==> src/rtl/trace_emitter.sv <==
// ============================================================================
// trace_emitter: captures retired records into a FIFO and emits framed bytes.
// Option macro: TRACE_RESULT_EN (adds the result field). Rev 1.0
// ============================================================================
`default_nettype none

module trace_emitter #(
  parameter int PC_WIDTH    = 24,
  parameter int INSTR_WIDTH = 24,
  parameter int DATA_WIDTH  = 24,
  parameter int DEPTH       = 4
) (
  input  logic                   iw_clk,
  input  logic                   iw_rst,
  input  logic                   iw_enable,
  input  logic                   iw_valid,
  input  logic [PC_WIDTH-1:0]    iw_pc,
  input  logic [INSTR_WIDTH-1:0] iw_instr,
  input  logic [DATA_WIDTH-1:0]  iw_result,
  output logic                   ow_tx_valid,
  output logic [7:0]             ow_tx_data,
  output logic                   ow_tx_last,
  input  logic                   iw_tx_ready,
  output logic [7:0]             ow_dropped,
  output logic [7:0]             ow_seq
);

  localparam int PC_B  = (PC_WIDTH + 7) / 8;
  localparam int IN_B  = (INSTR_WIDTH + 7) / 8;
`ifdef TRACE_RESULT_EN
  localparam int RES_B = (DATA_WIDTH + 7) / 8;
`else
  localparam int RES_B = 0;
`endif
  localparam int REC_B   = 1 + PC_B + IN_B + RES_B;
  localparam int REC_W   = REC_B * 8;
  localparam int FRAME_B = REC_B + 1;
  localparam int IDX_W   = $clog2(FRAME_B);
  localparam int PTR_W   = $clog2(DEPTH);
  localparam int CNT_W   = PTR_W + 1;
  localparam logic [7:0]       SYNC     = 8'hD1;
  localparam logic [IDX_W-1:0] LAST_IDX = IDX_W'(FRAME_B - 1);
  localparam logic [CNT_W-1:0] FULL_CNT = CNT_W'(DEPTH);

  typedef enum logic [0:0] {IDLE = 1'b0, SEND = 1'b1} state_t;

  state_t               state_q, state_d;
  logic [IDX_W-1:0]     idx_q, idx_d;
  logic [7:0]           data_q, data_d;
  logic                 last_q, last_d;
  logic [7:0]           seq_q, dropped_q;
  logic [PTR_W-1:0]     wr_ptr_q, rd_ptr_q;
  logic [CNT_W-1:0]     count_q;
  logic [REC_W-1:0]     mem_q [DEPTH];

  logic                 attempt, pop, push;
  logic [REC_W-1:0]     rec, head;
  logic [IDX_W-1:0]     next_idx;
  logic [7:0]           next_byte;

  // Record layout, MSB first: seq | pc | instr | result, each byte-padded.
  always_comb begin
    rec = '0;
    rec[REC_W-1 -: 8] = seq_q;
    rec[(IN_B + RES_B) * 8 +: PC_WIDTH] = iw_pc;
    rec[RES_B * 8 +: INSTR_WIDTH] = iw_instr;
`ifdef TRACE_RESULT_EN
    rec[0 +: DATA_WIDTH] = iw_result;
`endif
  end

`ifndef TRACE_RESULT_EN
  logic unused_result;
  assign unused_result = ^iw_result;
`endif

  assign attempt   = iw_valid & iw_enable;
  assign pop       = (state_q == SEND) & iw_tx_ready & last_q;
  assign push      = attempt & ((count_q != FULL_CNT) | pop);
  assign head      = mem_q[rd_ptr_q];
  assign next_idx  = idx_q + 1'b1;
  assign next_byte = 8'(head >> (8 * (REC_B - int'(next_idx))));

  always_comb begin
    state_d = state_q;
    idx_d   = idx_q;
    data_d  = data_q;
    last_d  = last_q;
    case (state_q)
      IDLE: begin
        if (count_q != '0) begin
          state_d = SEND;
          idx_d   = '0;
          data_d  = SYNC;
          last_d  = 1'b0;
        end
      end
      SEND: begin
        if (iw_tx_ready) begin
          if (last_q) begin
            idx_d  = '0;
            last_d = 1'b0;
            // A record pushed this same cycle also counts as remaining.
            if (count_q > CNT_W'(1) || push) begin
              data_d = SYNC;
            end else begin
              state_d = IDLE;
              data_d  = '0;
            end
          end else begin
            idx_d  = next_idx;
            data_d = next_byte;
            last_d = (next_idx == LAST_IDX);
          end
        end
      end
      default: state_d = IDLE;
    endcase
  end

  always_ff @(posedge iw_clk or posedge iw_rst) begin
    if (iw_rst) begin
      state_q <= IDLE;
      idx_q   <= '0;
      data_q  <= '0;
      last_q  <= 1'b0;
    end else begin
      state_q <= state_d;
      idx_q   <= idx_d;
      data_q  <= data_d;
      last_q  <= last_d;
    end
  end

  always_ff @(posedge iw_clk or posedge iw_rst) begin
    if (iw_rst) begin
      seq_q     <= '0;
      dropped_q <= '0;
      wr_ptr_q  <= '0;
      rd_ptr_q  <= '0;
      count_q   <= '0;
    end else begin
      if (attempt) seq_q <= seq_q + 8'd1;
      if (attempt && !push && dropped_q != 8'hFF) dropped_q <= dropped_q + 8'd1;
      if (push) wr_ptr_q <= wr_ptr_q + 1'b1;
      if (pop) rd_ptr_q <= rd_ptr_q + 1'b1;
      count_q <= count_q + CNT_W'(push) - CNT_W'(pop);
    end
  end

  always_ff @(posedge iw_clk) begin
    if (push) mem_q[wr_ptr_q] <= rec;
  end

  assign ow_tx_valid = (state_q == SEND);
  assign ow_tx_data  = data_q;
  assign ow_tx_last  = last_q;
  assign ow_dropped  = dropped_q;
  assign ow_seq      = seq_q;

endmodule

`default_nettype wire

==> config.mk <==
export PLATFORM = sky130hd
export DESIGN_NAME = trace_emitter
export DESIGN_NICKNAME = d
export VERILOG_FILES = /design/src/rtl/trace_emitter.sv
export SDC_FILE = /design/constraint.sdc
export NUM_CORES = 1
export LEC_CHECK = 0
export CORE_MARGIN = 2
export CORE_UTILIZATION = 52
export DETAILED_ROUTE_END_ITERATION = 7
export HOLD_SLACK_MARGIN = 0.12
export PLACE_DENSITY = 0.79
export SKIP_LAST_GASP = 1
export SLEW_MARGIN = 20
export SYNTH_ARGS = -nofsm -noshare
export SYNTH_HDL_FRONTEND = slang
export SYNTH_SLANG_ARGS = --single-unit
==> constraint.sdc <==
create_clock -name iw_clk -period 3.6 [get_ports iw_clk]
set_clock_uncertainty 0.05 [all_clocks]
set_input_delay 0.36 -clock iw_clk [delete_from_list [all_inputs] [get_ports iw_clk]]
set_output_delay 0.36 -clock iw_clk [all_outputs]
set_load 0.1 [all_outputs]
## Word-level counts from Yosys, hierarchy flattened

Memory sizes are Yosys's and may differ from the RTL's.
Index checks and enable logic that the tools add are counted.

| cells by class | value |
|---|---|
| reductions and logical operators | 6 |
| multiplexer cells | 20 |
| equality and inequality tests | 5 |
| $lt $le $gt $ge | 1 |
| $add $sub $neg | 8 |
| shift operators | 1 |
| bitwise gates (word level) | 6 |

Operators by type and width:

| operator | number |
|---|---|
| right shift 56 x 32 -> 8 bit | 1 |
| 2-to-1 mux 8 bit | 4 |
| adder 8 x 1 -> 8 bit (second input constant) | 2 |
| case mux 8 bit (2 select lines) | 1 |
| 2-to-1 mux 1 bit | 9 |
| 2-to-1 mux 3 bit | 3 |
| inequality test 8 bit (second input constant) | 1 |
| case mux 3 bit (2 select lines) | 1 |
| adder 2 x 1 -> 2 bit (second input constant) | 2 |
| bitwise AND 1 bit | 4 |
| inequality test 2 bit (second input constant) | 2 |
| case mux 1 bit (2 select lines) | 2 |
| subtractor 3 x 3 -> 4 bit (first input constant) | 1 |
| adder 3 x 1 -> 3 bit | 1 |
| adder 3 x 1 -> 3 bit (second input constant) | 1 |
| equality test 3 bit (second input constant) | 1 |
| > comparator 3 x 1 -> 1 bit (second input constant) | 1 |
| inequality test 3 bit (second input constant) | 1 |
| nonzero test 3 bit | 1 |
| subtractor 3 x 1 -> 3 bit | 1 |
| logical AND 1 bit | 2 |
| AND reduction 2 bit | 1 |
| zero test 1 bit | 1 |
| logical OR 1 bit | 1 |
| other kinds (2) | 2 |

| word-level totals | value |
|---|---|
| memory bits (writable) | 224 |
| output and inout port bits | 26 |
| memories kept | 1 |
| word-level logic and storage cells | 57 |
| bits in registers | 36 |

Memories:

| name | words | width | read ports | clocked after memory_dff | wr ports | line | text |
|---|---|---|---|---|---|---|---|
| mem_q | 4 | 56 | 1 | 0 | 1 | 54 | `logic [REC_W-1:0] mem_q [DEPTH];` |

## Logic depth before layout (Yosys ltp)

| depth | value |
|---|---|
| depth after elaboration | 9 |
| gate-level depth with buffers | 9 |

## Worst setup path before layout

OpenSTA, ideal clock, no wires.

| timing path | value |
|---|---|
| path kind | reg2reg |
| from | register state_q (netlist: ow_tx_valid) |
| to | memory mem_q[2][0] (netlist name), enable pin |
| slack | -39 ps |
| library setup time | 420 ps |
| data required time | 3130 ps |
| arrival time | 3169 ps |
| path buffers | 0 |
| stages on the path, launching flop included | 4 |
| cells stage by stage | dfrtp_1 -> nand3_1 -> a31oi_1 -> and2_1 |

| between the ends | value |
|---|---|
| longest elaborated chain between the ends | 6 |

RTL lines:

| element | line | text |
|---|---|---|
| from (decl) | 47 | `state_t state_q, state_d;` |
| from (signal assigned) | 128 | `state_q <= state_d;` |
| bitwise AND 1 bit (2 in series) | 78 | `assign pop = (state_q == SEND) & iw_tx_ready & last_q;` |
| bitwise OR 1 bit | 79 | `assign push = attempt & ((count_q != FULL_CNT) \| pop);` |
| bitwise AND 1 bit | 79 |  |
| 2-to-1 mux 1 bit | 152 | `if (push) mem_q[wr_ptr_q] <= rec;` |
| 2-to-1 mux 1 bit (not written as such) | 152 |  |
| to (decl) | 54 |  |

Every way passes these cells.

## Final worst setup path

| timing path | value |
|---|---|
| from | register idx_q[0] |
| to | register data_q[2] (netlist: ow_tx_data[2]) |

| between the ends | value |
|---|---|
| longest elaborated chain between the ends | 6 |

RTL lines:

| element | line | text |
|---|---|---|
| from (decl) | 48 | `logic [IDX_W-1:0] idx_q, idx_d;` |
| from (signal assigned) | 129 | `idx_q <= idx_d;` |
| adder 3 x 1 -> 3 bit | 81 | `assign next_idx = idx_q + 1'b1;` |
| subtractor 3 x 3 -> 4 bit | 82 | `assign next_byte = 8'(head >> (8 * (REC_B - int'(next_idx))));` |
| right shift 56 x 32 -> 8 bit | 82 |  |
| 2-to-1 mux 8 bit | 100 | `if (last_q) begin` |
| 2-to-1 mux 8 bit | 99 | `if (iw_tx_ready) begin` |
| case mux 8 bit (2 select lines) | 89 | `case (state_q)` |
| to (signal assigned) | 130 | `data_q <= data_d;` |
| to (decl) | 49 | `logic [7:0] data_q, data_d;` |

Every way passes these cells. The select of a mux whose other input is x is not followed.
A chain may end at the register's enable or synchronous reset.

==> summary.txt <==
initial DRC count - 466
latest clock arrival within the worst-skew pair - 0.53 ns
diode count - 0
syn_area_per_cell - 19.8 sq um
placed wire-length estimate - 12600 um
register bit total from synthesis - 260
outcome - finished, final reports clean
sequential area share after synthesis - 0.736
share of layout cells above drive strength 1 - 0.192
1st-pass router iterations - 5
P_leak - 0.00426 uW
ANT nets after route - 0
hold crit path type - primary input to async pin
io pins - 103
met3 routed WL - 1390 um
Post-Route WL - 20200 um
Crit path arrival time - 3.18 ns
Tcrit/Tclk final - 0.775
Post-synth EDFFs - 224
area growth from synthesis to layout - 18.9%
WL/cell - 22.3 um
largest net degree at the start of global routing - 39
routed vias - 5327
die area - 21100 sq um
most common cell after layout, fill and taps aside - edfxtp_1
fill count - 1358
PortBufs - 78
Clock Path Buffers - 3
final hold vios - 0
synth unique cells - 46
GRT Total Usage - 0.196
Die W - 145 um
total negative slack - 0 ns
vias in the first global route - 5701
setup bufs post-CTS - 0
Slew HR - 0.289
starting density of the core - 0.531
Max Used Layer - met4
area of the multi-input gates - 2540 sq um
Setup crit start kind - register
H-tree depth - 1
Reg2Reg Depth - 7
CTS Buf Count - 27
worst-case vdd ir drop - 0.00115 V
post_cts resized - 0
Slew Limit Fails - 0
WP data required - 3.99 ns
crit end category - register
Die Ht - 145 um
Tot Pwr - 10000 uW
most frequent cells in the layout - edfxtp_1 (224), clkdlybuf4s50_1 (78), mux4_2 (51)
Critical Setup Path Class - register to register
YS warnings - 0
fmax - 358 MHz
min Tclk post-route - 2.79 ns
FP Rows - 51
FF+latch area - 7630 sq um
drc violations - 0
fraction of registers with async set/reset - 0.138
RSZ-0062 raised after global routing - no
met1 WL - 7970 um
Cells after Synth - 522
RD Place Congestion - 0.871
Post-Syn Nets - 611
clock sinks - 260
met2 WL - 10400 um
Crit Path Max Fanout - 16
Remaining Overflow, GRT - 0
Core ar. - 19500 sq um
slew at the pin closest to its max-slew limit - 1.06 ns
Cell Area, Synth - 10400 sq um
CTS tree - built
CTS Hold Bufs - 0
# setup viols final - 0
CTS root buf - clkbuf_16
ys flop type - edfxtp_1
drt via density - 5.87
clk slew on worst S/H paths - 0.06 ns
fin nets - 712
initial antenna violation count - 0
first-pass GRT wire length - 31900 um
Max-cap violations - 0
power per cell area - 813 nW/um^2
[worst max-delay path, cell delays in order, from the launching register on]
cell and delay [ns]:
dfrtp_1 0.34, inv_1 0.04, buf_4 0.19, ha_1 0.64, nor2b_1 0.79, nand3_1 0.20, o2111a_1 0.23, a41oi_1 0.21
[path summary, 6_finish.rpt]
check	slack, ns	from	endpoint
worst min-delay path	0.19	iw_rst	ow_tx_data[3]
worst min register to register	0.46	ow_dropped[6]	ow_dropped[6]
worst max-delay path	0.81	idx_q[0]	ow_tx_data[2]
worst max register to register	0.81	idx_q[0]	ow_tx_data[2]
max in group asynchronous	2.72	iw_rst	ow_tx_valid
min in group iw_clk	0.41	iw_pc[13]	mem_q[0][37]
[Yosys cell counts, types with 2 or more instances]
cell type | n | share of area
o32ai_1 | 4 | 0.0034
a21oi_1 | 5 | 0.0024
ha_1 | 11 | 0.013
nor3b_1 | 2 | 0.0014
nand2_1 | 31 | 0.011
xor2_1 | 11 | 0.0093
nor2b_1 | 3 | 0.0018
nand3_1 | 11 | 0.0053
dfrtp_1 | 36 | 0.087
nor2_1 | 7 | 0.0025
a31oi_1 | 7 | 0.0042
mux4_1 | 5 | 0.013
edfxtp_1 | 224 | 0.65
mux4_2 | 51 | 0.11
o2111a_1 | 4 | 0.0043
buf_6 | 5 | 0.0054
a41o_1 | 4 | 0.0039
a22oi_1 | 4 | 0.0029
mux2_2 | 5 | 0.0054
a41oi_1 | 4 | 0.0034
mux2i_1 | 8 | 0.0077
clkbuf_1 | 5 | 0.0018
xnor2_1 | 9 | 0.0076
buf_2 | 5 | 0.0024
a211oi_1 | 5 | 0.0036
nor3_1 | 2 | 0.00097
o21ai_0 | 10 | 0.0048
buf_4 | 7 | 0.0051
inv_1 | 12 | 0.0043
o211a_1 | 4 | 0.0039
and2_1 | 6 | 0.0036
[kinds of logic (layout without fill, tap and decap cells)]
kind of cell / Yosys count / in the layout / share of synthesized area
buffers and inverters: 34 / 154 / 0.0191
flip-flops: 260 / 260 / 0.736
XOR/XNOR: 20 / 20 / 0.0169
AND/OR/NAND/NOR: 72 / 72 / 0.0350
adder cells (fa/ha/maj): 12 / 12 / 0.0152
multiplexers: 69 / 69 / 0.137
AO/OA/AOI/OAI: 55 / 55 / 0.0409
[per-stage QoR]
step,cell area [sq um],worst slack (ns),util,cells,hold slack (ns)
3_3_place_gp,11400,0.678,0.586,859,0.425
3_5_place_dp,11400,0.534,0.586,859,0.458
2_1_floorplan,10400,0.551,-,522,0.409
4_1_cts,12300,0.838,0.631,907,0.385
6_report,12300,0.809,0.631,907,0.190
5_1_grt,12300,0.651,0.631,907,0.256
[metal layers]
layer / up-vias / track usage
met1: 2730 / 0.253
met3: 37 / 0.0418
met5: - / 0
met2: 221 / 0.338
li1: 2339 / -
met4: 0 / 0.0593
[flip-flops by register name, summed over array words and instances (netlist names)]
name / count
mem_q: 224
ow_dropped: 8
ow_seq: 8
ow_tx_data: 8
count_q: 3
idx_q: 3
rd_ptr_q: 2
wr_ptr_q: 2
ow_tx_last: 1
ow_tx_valid: 1
[power by group]
| part | leakage (uW) | internal, uW | switching (uW) |
|---|---|---|---|
| clock network | 0.000429 | 1590 | 1120 |
| logic | 0.00134 | 1240 | 2010 |
| registers | 0.00249 | 3750 | 316 |
| total | 0.00426 | 6580 | 3440 |
[final cells by class]
| type | count | share of cell area |
|---|---|---|
| multi-input cells | 228 | 0.206 |
| repair buffers | 94 | 0.0731 |
| well taps | 265 | 0.0269 |
| inverters | 12 | 0.00366 |
| clock inverters | 20 | 0.0157 |
| flip-flops and latches | 260 | 0.619 |
| clock buffers | 28 | 0.0551 |
Note: power is estimated with default switching activity, not from simulation.
